`config.mk`:
```
export PLATFORM = sky130hd
export DESIGN_NAME = remote_comm
export DESIGN_NICKNAME = d
export VERILOG_FILES = /design/src/rtl/comm_pkg.sv /design/src/rtl/UART.sv /design/src/rtl/remote_comm.sv
export SDC_FILE = /design/constraint.sdc
export NUM_CORES = 1
export LEC_CHECK = 0
export BUFFER_PORTS_ARGS = -buffer_cell sky130_fd_sc_hd__buf_2
export CAP_MARGIN = 10
export CORE_MARGIN = 4
export CORE_UTILIZATION = 50
export DETAILED_ROUTE_END_ITERATION = 16
export GPL_ROUTABILITY_DRIVEN = 0
export PLACE_DENSITY_LB_ADDON = 0.08
export SLEW_MARGIN = 10
export SYNTH_ARGS = -nofsm -noshare
export SYNTH_HDL_FRONTEND = slang
export SYNTH_SLANG_ARGS = --single-unit
```
`constraint.sdc`:
```
create_clock -name clk -period 3 [get_ports clk]
set_input_delay 0.3 -clock clk [delete_from_list [all_inputs] [get_ports clk]]
set_output_delay 0.3 -clock clk [all_outputs]
set_load 0.05 [all_outputs]
```
`src/rtl/comm_pkg.sv`:
```
// Shared definitions for the host command sender and the robot-side command processor.
// Latency: n/a (types, constants and a pure helper only).
// Backpressure: n/a.
package comm_pkg;

    // Sender FSM: one cycle to launch the high byte, then wait for each byte to finish
    typedef enum logic [1:0] {
        IDLE    = 2'd0,
        TX_HI   = 2'd1,
        WAIT_HI = 2'd2,
        WAIT_LO = 2'd3
    } rc_state_t;

    // Response window in clock cycles (100 ms at 50 MHz)
    localparam int unsigned RESP_TMO_DEF = 32'd5_000_000;

    // Clocks per UART bit (19200 baud at 50 MHz)
    localparam int BAUD_DIV_DEF = 2604;

    // Command opcodes occupy cmd[15:12]; the receiver decodes the same values
    localparam logic [3:0] OPC_CAL  = 4'b0010;
    localparam logic [3:0] OPC_HDG  = 4'b0011;
    localparam logic [3:0] OPC_BATT = 4'b0100;
    localparam logic [3:0] OPC_STOP = 4'b0101;

    // Build a command word from an opcode and its 12-bit argument
    function automatic logic [15:0] mk_cmd(input logic [3:0] opc, input logic [11:0] arg);
        return {opc, arg};
    endfunction

endpackage

```
`src/rtl/UART.sv`:
```
// 8N1 UART transceiver: one byte per trmt on TX, one byte per frame captured from RX.
// Latency: tx_done 10*BAUD_DIV cycles after trmt; rx_rdy ~2 sync cycles after mid stop bit.
// Backpressure: none; trmt while busy restarts the frame, rx_rdy holds until clr_rx_rdy.
module UART import comm_pkg::*; #(
    parameter int BAUD_DIV = BAUD_DIV_DEF
) (
    input  logic       clk,
    input  logic       rst_n,
    input  logic       RX,
    output logic       TX,
    output logic       rx_rdy,
    input  logic       clr_rx_rdy,
    output logic [7:0] rx_data,
    input  logic       trmt,
    input  logic [7:0] tx_data,
    output logic       tx_done
);

    localparam int CW = $clog2(BAUD_DIV);
    localparam logic [CW-1:0] BAUD_LAST = CW'(BAUD_DIV - 1);
    localparam logic [CW-1:0] BAUD_HALF = CW'(BAUD_DIV / 2);

    logic [9:0]    tx_shft;
    logic [CW-1:0] tx_baud;
    logic [3:0]    tx_bits;
    logic          tx_busy;

    logic [1:0]    rx_sync;
    logic          rx_busy;
    logic [CW-1:0] rx_baud;
    logic [3:0]    rx_bits;
    logic [8:0]    rx_shft;

    // Line is the LSB of the shift register, which resets to all ones so TX idles high
    assign TX = tx_shft[0];

    // Transmitter: load start/data/stop on trmt, shift one bit per baud period
    always_ff @(posedge clk or negedge rst_n) begin
        if (!rst_n) begin
            tx_shft <= '1;
            tx_baud <= '0;
            tx_bits <= '0;
            tx_busy <= 1'b0;
            tx_done <= 1'b0;
        end else if (trmt) begin
            tx_shft <= {1'b1, tx_data, 1'b0};
            tx_baud <= '0;
            tx_bits <= '0;
            tx_busy <= 1'b1;
            tx_done <= 1'b0;
        end else if (tx_busy) begin
            if (tx_baud == BAUD_LAST) begin
                tx_baud <= '0;
                tx_shft <= {1'b1, tx_shft[9:1]};
                tx_bits <= tx_bits + 4'd1;
                if (tx_bits == 4'd9) begin
                    tx_busy <= 1'b0;
                    tx_done <= 1'b1;
                end
            end else begin
                tx_baud <= tx_baud + 1'b1;
            end
        end
    end

    // Two-flop synchronizer on the asynchronous RX line
    always_ff @(posedge clk or negedge rst_n) begin
        if (!rst_n) rx_sync <= 2'b11;
        else        rx_sync <= {rx_sync[0], RX};
    end

    // Receiver: detect start edge, sample mid-bit, publish the byte on the stop-bit sample
    always_ff @(posedge clk or negedge rst_n) begin
        if (!rst_n) begin
            rx_busy <= 1'b0;
            rx_baud <= '0;
            rx_bits <= '0;
            rx_shft <= '0;
            rx_data <= '0;
            rx_rdy  <= 1'b0;
        end else begin
            if (clr_rx_rdy) rx_rdy <= 1'b0;
            if (!rx_busy) begin
                if (!rx_sync[1]) begin
                    rx_busy <= 1'b1;
                    rx_baud <= BAUD_HALF;
                    rx_bits <= '0;
                end
            end else if (rx_baud == BAUD_LAST) begin
                rx_baud <= '0;
                rx_bits <= rx_bits + 4'd1;
                rx_shft <= {rx_sync[1], rx_shft[8:1]};
                if (rx_bits == 4'd9) begin
                    rx_busy <= 1'b0;
                    rx_data <= rx_shft[8:1];
                    rx_rdy  <= 1'b1;
                end
            end else begin
                rx_baud <= rx_baud + 1'b1;
            end
        end
    end

endmodule

```
`src/rtl/remote_comm.sv`:
```
// Host command sender: 16-bit cmd out as two UART bytes (high first), 1-byte response in.
// Latency: cmd_snt 2*(10*BAUD_DIV)+3 cycles after snd_cmd is accepted.
// Backpressure: snd_cmd only honoured in IDLE (busy=0); requests while busy are dropped.
module remote_comm import comm_pkg::*; #(
    parameter int unsigned RESP_TMO = RESP_TMO_DEF,
    parameter int          BAUD_DIV = BAUD_DIV_DEF
) (
    input  logic        clk,
    input  logic        rst_n,
    input  logic        RX,
    output logic        TX,
    input  logic        snd_cmd,
    input  logic [15:0] cmd,
    input  logic        clr_resp_rdy,
    output logic        cmd_snt,
    output logic [7:0]  resp,
    output logic        resp_rdy,
    output logic        resp_tmo,
    output logic        busy
);

    localparam int TMO_W = (RESP_TMO > 2) ? $clog2(RESP_TMO) : 1;
    localparam logic [TMO_W-1:0] TMO_LAST = TMO_W'(RESP_TMO - 1);

    rc_state_t        state;
    logic [15:0]      hold;
    logic [TMO_W-1:0] tmo_cnt;
    logic             trmt;
    logic [7:0]       tx_data;
    logic             tx_done;
    logic             rx_rdy;
    logic             clr_rx_rdy;
    logic [7:0]       rx_data;
    logic             accept;
    logic             lo_done;

    assign accept     = (state == IDLE) && snd_cmd;
    assign lo_done    = (state == WAIT_LO) && tx_done;
    assign clr_rx_rdy = rx_rdy;

    // Launch the high byte from TX_HI; chain the low byte on the cycle the high byte completes
    always_comb begin
        trmt    = 1'b0;
        tx_data = hold[15:8];
        case (state)
            TX_HI:   trmt = 1'b1;
            WAIT_HI: begin
                trmt    = tx_done;
                tx_data = hold[7:0];
            end
            default: trmt = 1'b0;
        endcase
    end

    // Command FSM with its registered busy/cmd_snt flags
    always_ff @(posedge clk or negedge rst_n) begin
        if (!rst_n) begin
            state   <= IDLE;
            hold    <= '0;
            busy    <= 1'b0;
            cmd_snt <= 1'b0;
        end else begin
            case (state)
                IDLE: if (snd_cmd) begin
                    hold    <= cmd;
                    busy    <= 1'b1;
                    cmd_snt <= 1'b0;
                    state   <= TX_HI;
                end
                TX_HI:   state <= WAIT_HI;
                WAIT_HI: if (tx_done) state <= WAIT_LO;
                WAIT_LO: if (tx_done) begin
                    busy    <= 1'b0;
                    cmd_snt <= 1'b1;
                    state   <= IDLE;
                end
                default: begin
                    busy  <= 1'b0;
                    state <= IDLE;
                end
            endcase
        end
    end

    // Capture each received byte; a new byte beats a simultaneous clear
    always_ff @(posedge clk or negedge rst_n) begin
        if (!rst_n) begin
            resp     <= '0;
            resp_rdy <= 1'b0;
        end else if (rx_rdy) begin
            resp     <= rx_data;
            resp_rdy <= 1'b1;
        end else if (clr_resp_rdy || accept) begin
            resp_rdy <= 1'b0;
        end
    end

    // Response timeout: count from cmd_snt until a byte arrives or the window expires
    always_ff @(posedge clk or negedge rst_n) begin
        if (!rst_n) begin
            tmo_cnt  <= '0;
            resp_tmo <= 1'b0;
        end else begin
            if (lo_done) begin
                tmo_cnt <= '0;
            end else if (cmd_snt && !resp_rdy && !resp_tmo) begin
                if (tmo_cnt == TMO_LAST) resp_tmo <= 1'b1;
                else                     tmo_cnt  <= tmo_cnt + 1'b1;
            end
            if (accept) resp_tmo <= 1'b0;
        end
    end

    UART #(.BAUD_DIV(BAUD_DIV)) u_uart (
        .clk        (clk),
        .rst_n      (rst_n),
        .RX         (RX),
        .TX         (TX),
        .rx_rdy     (rx_rdy),
        .clr_rx_rdy (clr_rx_rdy),
        .rx_data    (rx_data),
        .trmt       (trmt),
        .tx_data    (tx_data),
        .tx_done    (tx_done)
    );

endmodule

```
# Word level (Yosys, flattened, before mapping)
# Index checks and enable logic that the tools add are counted.
dict set report classes {
  n_addsub 5
  mul 0
  div 0
  magnitude_cmp 0
  eq_ne 15
  shift 0
  muxes 51
  bitwise_logic 0
  reduce_logical 26
}
# cell n
set ops {}
lappend ops {{$mux 12} 6}
lappend ops {{$mux 23} 3}
lappend ops {{$mux 10} 3}
lappend ops {{$mux 1} 25}
lappend ops {{$add 12x1->12 const B} 2}
lappend ops {{$eq 12x12->1 const B} 2}
lappend ops {{$mux 4} 6}
lappend ops {{$add 23x1->23 const B} 1}
lappend ops {{$eq 23x23->1 const B} 1}
lappend ops {{$reduce_bool 2->1} 8}
lappend ops {{$reduce_and 3->1} 5}
lappend ops {{$ne 2x2->1 const B} 5}
lappend ops {{$reduce_and 2->1} 5}
lappend ops {{$add 4x1->4 const B} 2}
lappend ops {{$eq 4x4->1 const B} 2}
lappend ops {{$mux 8} 1}
lappend ops {{$pmux 2 s4} 1}
lappend ops {{$mux 2} 3}
lappend ops {{$pmux 1 s2} 3}
lappend ops {{$eq 2x2->1 const B} 2}
lappend ops {{$logic_and 1x1->1} 4}
lappend ops {{$ne 2x1->1 const B} 2}
lappend ops {{$eq 2x1->1 const B} 1}
lappend ops {{$logic_not 1->1} 2}
lappend ops {{other kinds (2)} 2}
dict set report totals {
  regBits 118
  latch_bits 0
  ram_bits 0
  romBits 0
  inputBits 21
  output_inout_bits 13
  mem_count 0
}

# Logic depth before layout (Yosys ltp)
# Gate-level depths: netlist of the first run.
dict set report depth {
  word_depth 6
  depth_mapped 9
}

# Cells and area by module
# Synthesis of the first run repeated with hierarchy kept, for this count alone.
dict set report hier_totals {
  hier_cells 510
  hier_area_um2 5609.1
}
# module n_inst cells_per_inst area_each_um2
set modules_own_cells {}
lappend modules_own_cells {UART 1 281 3039.2}
lappend modules_own_cells {remote_comm 1 229 2570.0}

# Worst setup path after synthesis of the first run
# No wires, ideal clock.
dict set report synth_timing {
  path_kind {reg2reg}
  from {reg cmd_snt}
  to {reg tmo_cnt[21]}
  setup_ns 0.132
  t_arrival_ns 1.883
  t_required_ns 2.868
  slack_ns 0.985
  stages_incl_launch_ff 7
  n_path_buf 1
  period_less_slack_ns 2.015
  path_cell_list {dfrtp_1 > nor3b_1 > nand4_1 > clkbuf_1 > nor4_1 > xnor2_1 > nor2_1}
}
dict set report synth_via {
  elab_chain_len 4
}
# element line
set synth_lines {}
lappend synth_lines {{start: declaration} remote_comm.sv:15} ;# output logic cmd_snt,
lappend synth_lines {{start signal: assignment} remote_comm.sv:61} ;# cmd_snt <= 1'b0;
lappend synth_lines {{start signal: assignment} remote_comm.sv:67} ;# cmd_snt <= 1'b0;
lappend synth_lines {{start signal: assignment} remote_comm.sv:74} ;# cmd_snt <= 1'b1;
lappend synth_lines {{$logic_and 1x1->1 (2 in series)} remote_comm.sv:106} ;# end else if (cmd_snt && !resp_rdy && !resp_tmo) begin
lappend synth_lines {{$reduce_bool 2->1 (no source line)} --}
lappend synth_lines {{$reduce_and 2->1 (no source line)} --}
lappend synth_lines {{end signal: assignment} remote_comm.sv:108} ;# else tmo_cnt <= tmo_cnt + 1'b1;
lappend synth_lines {{end: declaration} remote_comm.sv:27} ;# logic [TMO_W-1:0] tmo_cnt;
# No other way between the ends.
# A chain may end at the register's enable or synchronous reset.

# Worst setup path after layout of the first run
dict set report layout_timing {
  from {reg tmo_cnt[0]}
  to {reg tmo_cnt[13]}
}
dict set report layout_via {
  elab_chain_len 4
  word_cells_on_any_way 7
}
# element line
set layout_lines {}
lappend layout_lines {{$add 23x1->23} remote_comm.sv:108}
lappend layout_lines {{$mux 23} remote_comm.sv:107} ;# if (tmo_cnt == TMO_LAST) resp_tmo <= 1'b1;
lappend layout_lines {{$mux 23} remote_comm.sv:106}
lappend layout_lines {{$mux 23} remote_comm.sv:104} ;# if (lo_done) begin
# Several ways; a longest one is shown, not always the timed one. The select of a mux whose other input is x is not followed.

==> results_dict.tcl, run 1 <==
set metrics [dict create \
    grt_usage_pct 18.1 \
    seq_power_share_pct 42.9 \
    die_w_um 113 \
    worstSkewPairLatency_ns 0.51 \
    htreeDepth 4 \
    wirelength_um 10500 \
    cp-end-kind "register" \
    avgSynthCellArea_sq_um 10.7 \
    critPathMaxStageDelay_ns 0.63 \
    tightest_slew_ns 0.902 \
    cts_resized 0 \
    yosys_warnings 0 \
    vias 3941 \
    synth_edf_count 0 \
    detail-route-antenna-nets 0 \
    dp_hpwl_um 6840 \
    route.detailed.drc 0 \
    p_sw_share_pct 21.3 \
    status "finished clean" \
    fin_util_pct 59.6 \
    syn_inst 515 \
    initial_core_util_pct 50.9 \
    fp.coreArea_sq_mm 0.0108 \
    p_comb_share_pct 1.4 \
    wire_per_inst_um 14.7 \
    clkTransAtPathRegs_ns 0.06 \
    nets 589 \
    cts_buffer_depth 2 \
    finalCritPeriodShare_pct 79.1 \
    switching_power_uw 781 \
    crit_path_cell_trace "ha_1 > nand3_1 > or4_1 > o21ai_2 > o21ai_0 > a21oi_1" \
    hold_path_depth 2 \
    leakagePower_nw 2.93 \
    hold_start "cmd[12]" \
    grt_pass1_vias 3926 \
    synth-seq-cells 116 \
    dr.pass1.iters 4 \
    io_buffers 33 \
    p_int_mw 2.88 \
    power_mw 3.66 \
    grt_pass1_wl_um 18700 \
    skew_ns 0.00612 \
    synth_cell_types 54 \
    min_path_type "input port to register" \
    syn_to_final_growth_pct 17.1 \
    r2r_slack_ns 0.63 \
    relSlewSlack_pct 39.8 \
    tns_ns 0 \
    period_minus_slack_ns 2.37 \
    antennaDiodeCount 0 \
    hold_buffers 4 \
    worstReg2RegEnd "tmo_cnt[13]$_DFFE_PN0P_" \
    cp_max_fo 23 \
    worstSetupPathType "register to register" \
    synth_nets 547 \
    antenna_found_initial 0 \
    setup_viol 0 \
    cp_slowest_cell "o21ai_2" \
    fmax_mhz 421 \
    yosysSeqAreaShare_pct 53.1 \
    drv_slew 0 \
    grt_max_degree 48 \
    first_iter_violations 261 \
    drive_above_1_share_pct 24.7 \
    die_h_um 113 \
    cts_tree "done" \
    most-common-layout-cells "105 x dfrtp_1, 53 x nand2_1, 41 x nor2_1, 41 x mux2_2, 32 x buf_2" \
    async_reset_ff_share_pct 100 \
    io_pins 34 \
    postCtsSetupBuffers 0 \
    cp-start-kind "register" \
    peakVddDrop_mv 0.559 \
    final_common_cell "dfrtp_1" \
    clockRootBuffer "clkbuf_8" \
    rows 38 \
    routed_via_density 5.55 \
    synthesis.area_sq_mm 0.00550 \
    die_area_sq_mm 0.0127 \
    holdPathEnd "hold[12]$_DFFE_PN0P_" \
    required_ns 3.41 \
    rr_startpoint "tmo_cnt[0]$_DFFE_PN0P_" \
    cellPowerDensity_mw_per_mm2 569 \
    hold_viol_final 0 \
    cp.arrival_ns 2.79 \
    cts.sinks 116 \
    clockPowerShare_pct 55.7 \
    reg2reg_depth 6 \
    cts-buffers-inserted 17 \
    rsz0062_at_grt "false" \
    cap_violations 0 \
    grt.overflow.total 0 \
    synthFlopType "dfrtp_1" \
]
-- cell families after synthesis --
kind of cell,Yosys count,synth area share [%]
adder cells (fa/ha/maj),11,2.50
AO/OA/AOI/OAI,89,9.70
XOR/XNOR,22,3.51
multiplexers,51,10.2
buffers and inverters,34,2.73
flip-flops,116,53.1
AND/OR/NAND/NOR,192,18.3
-- area by class of cell --
| class | count | area, sq um |
|---|---|---|
| Sequential cell | 116 | 2920 |
| Multi-Input combinational cell | 365 | 2430 |
| Timing Repair Buffer | 43 | 253 |
| Clock inverter | 14 | 179 |
| Inverter | 14 | 52.6 |
| Tap cell | 140 | 175 |
| Fill cell | 888 | 4360 |
| Clock buffer | 18 | 428 |
-- sequential cells by signal, indices dropped and copies added (netlist names), 2 cells and up --
name / count
hold: 16
resp: 8
state: 2
tmo_cnt: 23
u_uart.rx_baud: 12
u_uart.rx_bits: 4
u_uart.rx_data: 8
u_uart.rx_shft: 8
u_uart.rx_sync: 2
u_uart.tx_baud: 12
u_uart.tx_bits: 4
u_uart.tx_shft: 9
-- stage by stage --
step	instance area, sq um	instances	setup WS, ns	hold slack [ns]
2_1_floorplan	5500	515	0.985	0.00441
3_3_place_gp	5790	674	0.780	0.348
3_5_place_dp	5790	674	0.668	0.350
4_1_cts	6430	710	0.616	0.00163
5_1_grt	6430	710	0.377	0.00348
6_report	6430	710	0.626	0.0245
-- routing by layer --
layer	up-vias	GRT usage (%)	wire length [um]	part of all wire [%]
met1	1943	25.3	5140	49
met3	7	4.87	369	3.5
li1	1923	-	-	-
met4	0	5.53	85	0.81
met5	-	0	0	0
met2	68	27.7	4870	47
-- Yosys cell counts, types with 11 or more instances --
cell type,instances,share of area [%]
dfstp_2,11,5.3
mux2_2,41,8.4
nor3_1,12,1.1
nand4_1,11,1.3
a21oi_1,24,2.2
nor2_1,41,2.8
dfrtp_1,105,48
o21ai_0,29,2.6
nand2_1,53,3.6
ha_1,11,2.5
inv_1,14,0.96
nand3_1,22,2.0
xnor2_1,12,1.9
clkbuf_1,17,1.2
-- worst max-delay path by stage --
stage | start | slack [ns] | to | cells after the start
final | tmo_cnt[0]$_DFFE_PN0P_ | 0.63 | tmo_cnt[13]$_DFFE_PN0P_ | 6
after global routing | tmo_cnt[0]$_DFFE_PN0P_ | 0.38 | tmo_cnt[13]$_DFFE_PN0P_ | 6
after floorplan | cmd_snt$_DFFE_PN0P_ | 0.99 | tmo_cnt[21]$_DFFE_PN0P_ | 6
after detailed placement | tmo_cnt[0]$_DFFE_PN0P_ | 0.67 | tmo_cnt[15]$_DFFE_PN0P_ | 6
after CTS | tmo_cnt[0]$_DFFE_PN0P_ | 0.62 | tmo_cnt[13]$_DFFE_PN0P_ | 6
after global placement | tmo_cnt[0]$_DFFE_PN0P_ | 0.78 | tmo_cnt[5]$_DFFE_PN0P_ | 6
-- critical path, delay by kind of cell (launching register included) --
kind                     cells  cell delay, ns
flip-flops                   1            0.39
AND/OR/NAND/NOR              2            0.69
adder cells (fa/ha/maj)      1            0.19
AO/OA/AOI/OAI                3            1.01
-- power by group through the flow --
stage	registers, mW	logic, mW	clock network [mW]
after global routing	1.57	0.0618	2.16
after global placement	1.60	0.0512	0
after floorplan	1.60	0.00243	0
after CTS	1.57	0.0558	2.08
after detailed placement	1.60	0.0517	0
final	1.57	0.0523	2.04
No activity file was read; power rests on OpenSTA's default activity.
==> inputs of run 2 (changes only) <==
==> constraint.sdc (replaced) <==
create_clock -name clk -period 2.45 [get_ports clk]
set_input_delay 0.245 -clock clk [delete_from_list [all_inputs] [get_ports clk]]
set_output_delay 0.245 -clock clk [all_outputs]
set_load 0.05 [all_outputs]
==> results_dict.tcl, run 2 (synthesis results as in run 1) <==
set metrics [dict create \
    status "finished clean" \
    cellPowerDensity_mw_per_mm2 659 \
    cp-end-kind "register" \
    relSlewSlack_pct 52.6 \
    antennaDiodeCount 0 \
    required_ns 2.83 \
    grt_pass1_wl_um 19100 \
    initial_core_util_pct 50.9 \
    cp-start-kind "register" \
    grt_pass1_vias 4023 \
    cts.sinks 116 \
    final_cells 728 \
    largest_reg_flops 23 \
    first_iter_violations 349 \
    hold_viol_final 0 \
    worstSkewPairLatency_ns 0.52 \
    reg.largest.list "tmo_cnt x23, hold x16" \
    cts_tree "done" \
    die_w_um 113 \
    power_mw 4.34 \
    htreeDepth 4 \
    io_pins 34 \
    rsz0062_at_grt "false" \
    skew_ns 0.00872 \
    grt_max_degree 46 \
    cp.arrival_ns 2.48 \
    postCtsSetupBuffers 0 \
    detail-route-antenna-nets 0 \
    die_h_um 113 \
    leakagePower_nw 3.01 \
    drv_slew 0 \
    dp_hpwl_um 7100 \
    clockRootBuffer "clkbuf_8" \
    vias 3995 \
    syn_to_final_growth_pct 19.9 \
    antenna_found_initial 0 \
    worstSetupPathType "register to register" \
    dr.pass1.iters 6 \
    tns_ns 0 \
    period_minus_slack_ns 2.10 \
    min_path_type "input port to register" \
    fmax_mhz 476 \
    grt.overflow.total 0 \
    holdPathEnd "resp_rdy$_DFFE_PN0P_" \
    wirelength_um 10800 \
    cp_max_fo 11 \
    dp.cells 678 \
    die_area_sq_mm 0.0127 \
    final_common_cell "dfrtp_1" \
    r2r_slack_ns 0.35 \
    hold_path_depth 3 \
    io_buffers 33 \
    drive_above_1_share_pct 23.8 \
    cts-buffers-inserted 17 \
    tightest_slew_ns 0.709 \
    reg2reg_depth 5 \
    grt_usage_pct 18.8 \
    cap_violations 0 \
    most-common-layout-cells "105 x dfrtp_1, 53 x nand2_1, 41 x nor2_1, 41 x mux2_2, 32 x buf_2" \
    top_register "tmo_cnt" \
    rr_startpoint "resp_rdy$_DFFE_PN0P_" \
    route.detailed.drc 0 \
    finalCritPeriodShare_pct 85.7 \
    clkTransAtPathRegs_ns 0.05 \
    setup_viol 0 \
    fp.coreArea_sq_mm 0.0108 \
    rows 38 \
    routed_via_density 5.49 \
    hold_start "clr_resp_rdy" \
    nets 608 \
    wire_per_inst_um 14.8 \
    worstReg2RegEnd "tmo_cnt[19]$_DFFE_PN0P_" \
    cts_buffer_depth 2 \
    peakVddDrop_mv 0.505 \
]
[run 2: routing by layer]
layer | vias to the layer above | track usage (%) | part of all wire (%)
li1 | 1965 | - | -
met1 | 1940 | 25.6 | 49
met2 | 68 | 28.0 | 46
met3 | 22 | 5.83 | 3.5
met4 | 0 | 8.01 | 2.0
met5 | - | 0 | 0
[run 2: layout make-up]
cell class                 instances  area, sq um
fill                             895         4210
clock buffer                      28          526
timing repair buffer              62          445
multi-input combinational        365         2430
sequential                       116         2920
tap                              140          175
inverter                          14         52.6
clock inverter                     3         40.0
[run 2: worst max path at each step]
stage                                              from                       endpoint  slack [ns]  cells past startpoint
after floorplan                     cmd_snt$_DFFE_PN0P_        tmo_cnt[21]$_DFFE_PN0P_        0.44                      6
after global placement    u_uart.tx_baud[2]$_DFFE_PN0N_  u_uart.tx_shft[7]$_DFFE_PN1P_        0.38                      5
after detailed placement           resp_rdy$_DFFE_PN0P_        tmo_cnt[19]$_DFFE_PN0P_        0.35                      5
after CTS                 u_uart.rx_baud[0]$_DFFE_PN0P_  u_uart.rx_data[3]$_DFFE_PN0P_        0.34                      5
after global routing               resp_rdy$_DFFE_PN0P_        tmo_cnt[21]$_DFFE_PN0P_        0.11                      5
final                              resp_rdy$_DFFE_PN0P_        tmo_cnt[19]$_DFFE_PN0P_        0.35                      5
[run 2: critical path: stages (launching register included)]
cell and delay (ns):
dfrtp_1 0.41, nor3b_1 0.44, nand4_1 0.45, nor4_1 0.46, xnor2_1 0.16, nor2_1 0.05
[run 2: through the flow]
stage	area, sq um	hold slack, ns	util [%]	worst slack (ns)
after CTS	6590	0.0806	61.0	0.338
after detailed placement	5830	0.250	54.0	0.346
after global placement	5830	0.246	54.0	0.383
after global routing	6590	0.0889	61.0	0.111
final	6590	0.104	61.0	0.349
after floorplan	5500	-0.0506	-	0.435
[run 2: report_power, final]
group | switching, mW | internal, mW | leakage, nW
combinational | 0.0480 | 0.0385 | 1.22
sequential | 0.00189 | 1.92 | 1.51
clock | 0.803 | 1.52 | 0.281
total | 0.853 | 3.49 | 3.01
[run 2: repair_timing]
item                      CTS  global route
gates resized for setup     0             0
hold endpoints to repair   52             0
hold buffers               19             0
==> inputs of run 3 (changes only) <==
--- a/config.mk
+++ b/config.mk
@@ -5,6 +5,7 @@
 export SDC_FILE = /design/constraint.sdc
 export NUM_CORES = 1
 export LEC_CHECK = 0
+export ABC_AREA = 1
 export BUFFER_PORTS_ARGS = -buffer_cell sky130_fd_sc_hd__buf_2
 export CAP_MARGIN = 10
 export CORE_MARGIN = 4
==> results_dict.tcl, run 3 <==
set metrics [dict create \
    top_register "tmo_cnt" \
    setup_viol 0 \
    tns_ns 0 \
    routed_via_density 5.14 \
    nets 839 \
    drive_above_1_share_pct 13.3 \
    yosys.area.top_type "dfrtp_1" \
    fp.coreArea_sq_mm 0.0115 \
    crit_path_frequent_cell "nand2_1" \
    cts.sinks 116 \
    dp.cells 929 \
    wirelength_um 12800 \
    p_comb_share_pct 1.4 \
    clkTransAtPathRegs_ns 0.06 \
    hold_path_depth 2 \
    switching_power_uw 926 \
    hold_start "clr_resp_rdy" \
    antennaDiodeCount 0 \
    final_common_cell "nand2_1" \
    io_pins 34 \
    worst-path-stages 8 \
    largest_reg_flops 23 \
    peakVddDrop_mv 0.516 \
    status "finished clean" \
    dp_hpwl_um 9050 \
    wire_per_inst_um 13.3 \
    grt_use_met1_pct 27.0 \
    grt_pass1_wl_um 22100 \
    cts-buffers-inserted 17 \
    async_reset_ff_share_pct 100 \
    p_int_mw 3.70 \
    top_usage_layer "met2" \
    postCtsSetupBuffers 0 \
    synthesis.area_sq_mm 0.00595 \
    cp-start-kind "register" \
    syn_inst 765 \
    seq_power_share_pct 41.5 \
    cts_buffer_depth 2 \
    grt_pass1_vias 4844 \
    cp_max_fo 19 \
    io_buffers 33 \
    relSlewSlack_pct 59.8 \
    rsz0062_at_grt "false" \
    die_w_um 117 \
    synthFlopType "dfrtp_1" \
    crit_family "simple AND/OR/NAND/NOR gates" \
    cts_tree "done" \
    cellPowerDensity_mw_per_mm2 671 \
    avgSynthCellArea_sq_um 7.78 \
    tightest_slew_ns 0.603 \
    synth_top_area_share_pct 44.1 \
    route.detailed.drc 0 \
    worstSetupPathType "register to register" \
    hold_viol_final 0 \
    critical_path_buf_inv_count 2 \
    cap_violations 0 \
    worstReg2RegEnd "u_uart.tx_bits[0]$_DFFE_PN0P_" \
    synth_commonest_cells "270 x nand2_1, 105 x dfrtp_1, 79 x nor2_1, 67 x inv_1, 47 x nand3_1" \
    drv_slew 0 \
    period_minus_slack_ns 2.15 \
    yosysMostFrequentCell "nand2_1" \
    place_ws_ns 0.297 \
    synth_edf_count 0 \
    crit_path_cell_trace "inv_1 > ha_1 > nand2_1 > nand2_1 > nand2_2 > clkinv_1 > or2_2 > o21ai_0" \
    syn_to_final_growth_pct 15.9 \
    p_sw_share_pct 20.0 \
    cp-end-kind "register" \
    r2r_slack_ns 0.30 \
    die_h_um 117 \
    most-common-layout-cells "270 x nand2_1, 105 x dfrtp_1, 79 x nor2_1, 67 x inv_1, 47 x nand3_1" \
    worstSkewPairLatency_ns 0.41 \
    fmax_mhz 465 \
    finalCritPeriodShare_pct 87.7 \
    hold-worst-slack_ns 0.0232 \
    rr_startpoint "state[0]$_DFFE_PN0P_" \
    antenna_found_initial 0 \
    clockRootBuffer "clkbuf_16" \
    grt_max_degree 45 \
    initial_core_util_pct 51.7 \
    met3_usage_pct 5.55 \
    leakagePower_nw 3.35 \
    final_cells 963 \
    cp_slowest_cell "or2_2" \
    required_ns 2.77 \
    die_area_sq_mm 0.0137 \
    yosys_warnings 0 \
    reg2reg_depth 8 \
    synth-seq-cells 116 \
    nFillCells 1046 \
    yosysSeqAreaShare_pct 49.0 \
    vias 4949 \
    rows 39 \
    fin_ws_ns 0.302 \
    synth_area_leaders "dfrtp_1 44%, nand2_1 17%, nor2_1 5.0%" \
    clockPowerShare_pct 57.1 \
    critPathMaxStageDelay_ns 0.40 \
    detail-route-antenna-nets 0 \
    grt_usage_pct 20.5 \
    grt.overflow.total 0 \
    synth_nets 797 \
    dr.pass1.iters 5 \
    synth_cell_types 38 \
    cp.arrival_ns 2.47 \
    reg.largest.list "tmo_cnt x23, hold x16" \
    first_iter_violations 331 \
    min_path_type "input port to register" \
    holdPathEnd "resp_rdy$_DFFE_PN0P_" \
    skew_ns 0.00605 \
    htreeDepth 4 \
    gr-usage-met2_pct 33.0 \
]
==> run 3: logic make-up after synthesis <==
group	after synthesis	share of synthesized area [%]
buffers and inverters	92	6.58
XOR/XNOR	18	2.65
flip-flops	116	49.0
AND/OR/NAND/NOR	448	31.9
AO/OA/AOI/OAI	80	7.52
adder cells (fa/ha/maj)	11	2.31
==> run 3: metal layers <==
metal / vias to the layer above / wire (um)
li1: 2520 / -
met2: 83 / 6060
met5: - / 0
met4: 0 / 229
met1: 2327 / 6000
met3: 19 / 495
==> run 3: area by class of cell <==
| cell class | instances | area (sq um) | area share, % |
|---|---|---|---|
| Clock buffer | 21 | 460 | 6.67 |
| Clock inverter | 11 | 175 | 2.54 |
| Sequential cell | 116 | 2920 | 42.3 |
| Multi-Input combinational cell | 557 | 2650 | 38.3 |
| Timing Repair Buffer | 40 | 238 | 3.45 |
| Tap cell | 143 | 179 | 2.59 |
| Inverter | 75 | 287 | 4.15 |
==> run 3: power groups by stage <==
stage	Sequential (mW)	Combinational (mW)	Clock, mW
4_1_cts	1.92	0.0689	2.69
3_3_place_gp	1.95	0.0655	0
2_1_floorplan	1.95	0.000915	0
5_1_grt	1.92	0.0759	2.80
6_report	1.92	0.0648	2.64
3_5_place_dp	1.95	0.0661	0
==> run 3: worst max-delay path by stage <==
| stage | start | to |
|---|---|---|
| after floorplan | cmd_snt$_DFFE_PN0P_ | tmo_cnt[21]$_DFFE_PN0P_ |
| after global placement | state[0]$_DFFE_PN0P_ | u_uart.tx_bits[3]$_DFFE_PN0P_ |
| after detailed placement | state[0]$_DFFE_PN0P_ | u_uart.tx_bits[0]$_DFFE_PN0P_ |
| after CTS | state[0]$_DFFE_PN0P_ | u_uart.tx_bits[0]$_DFFE_PN0P_ |
| after global routing | state[0]$_DFFE_PN0P_ | u_uart.tx_bits[1]$_DFFE_PN0P_ |
| final | state[0]$_DFFE_PN0P_ | u_uart.tx_bits[0]$_DFFE_PN0P_ |
==> run 3: metrics by stage <==
step / utilization, % / area, sq um / power (mW)
2_1_floorplan: - / 5950 / 1.96
3_3_place_gp: 54.2 / 6240 / 2.02
3_5_place_dp: 54.2 / 6240 / 2.02
4_1_cts: 59.9 / 6900 / 4.68
5_1_grt: 59.9 / 6900 / 4.80
6_report: 59.9 / 6900 / 4.63
==> run 3: what timing repair did <==
item | 4_1_cts | 5_1_grt
gates resized for setup | 0 | 0
hold endpoints to repair | 42 | 0
hold buffers | 2 | 0
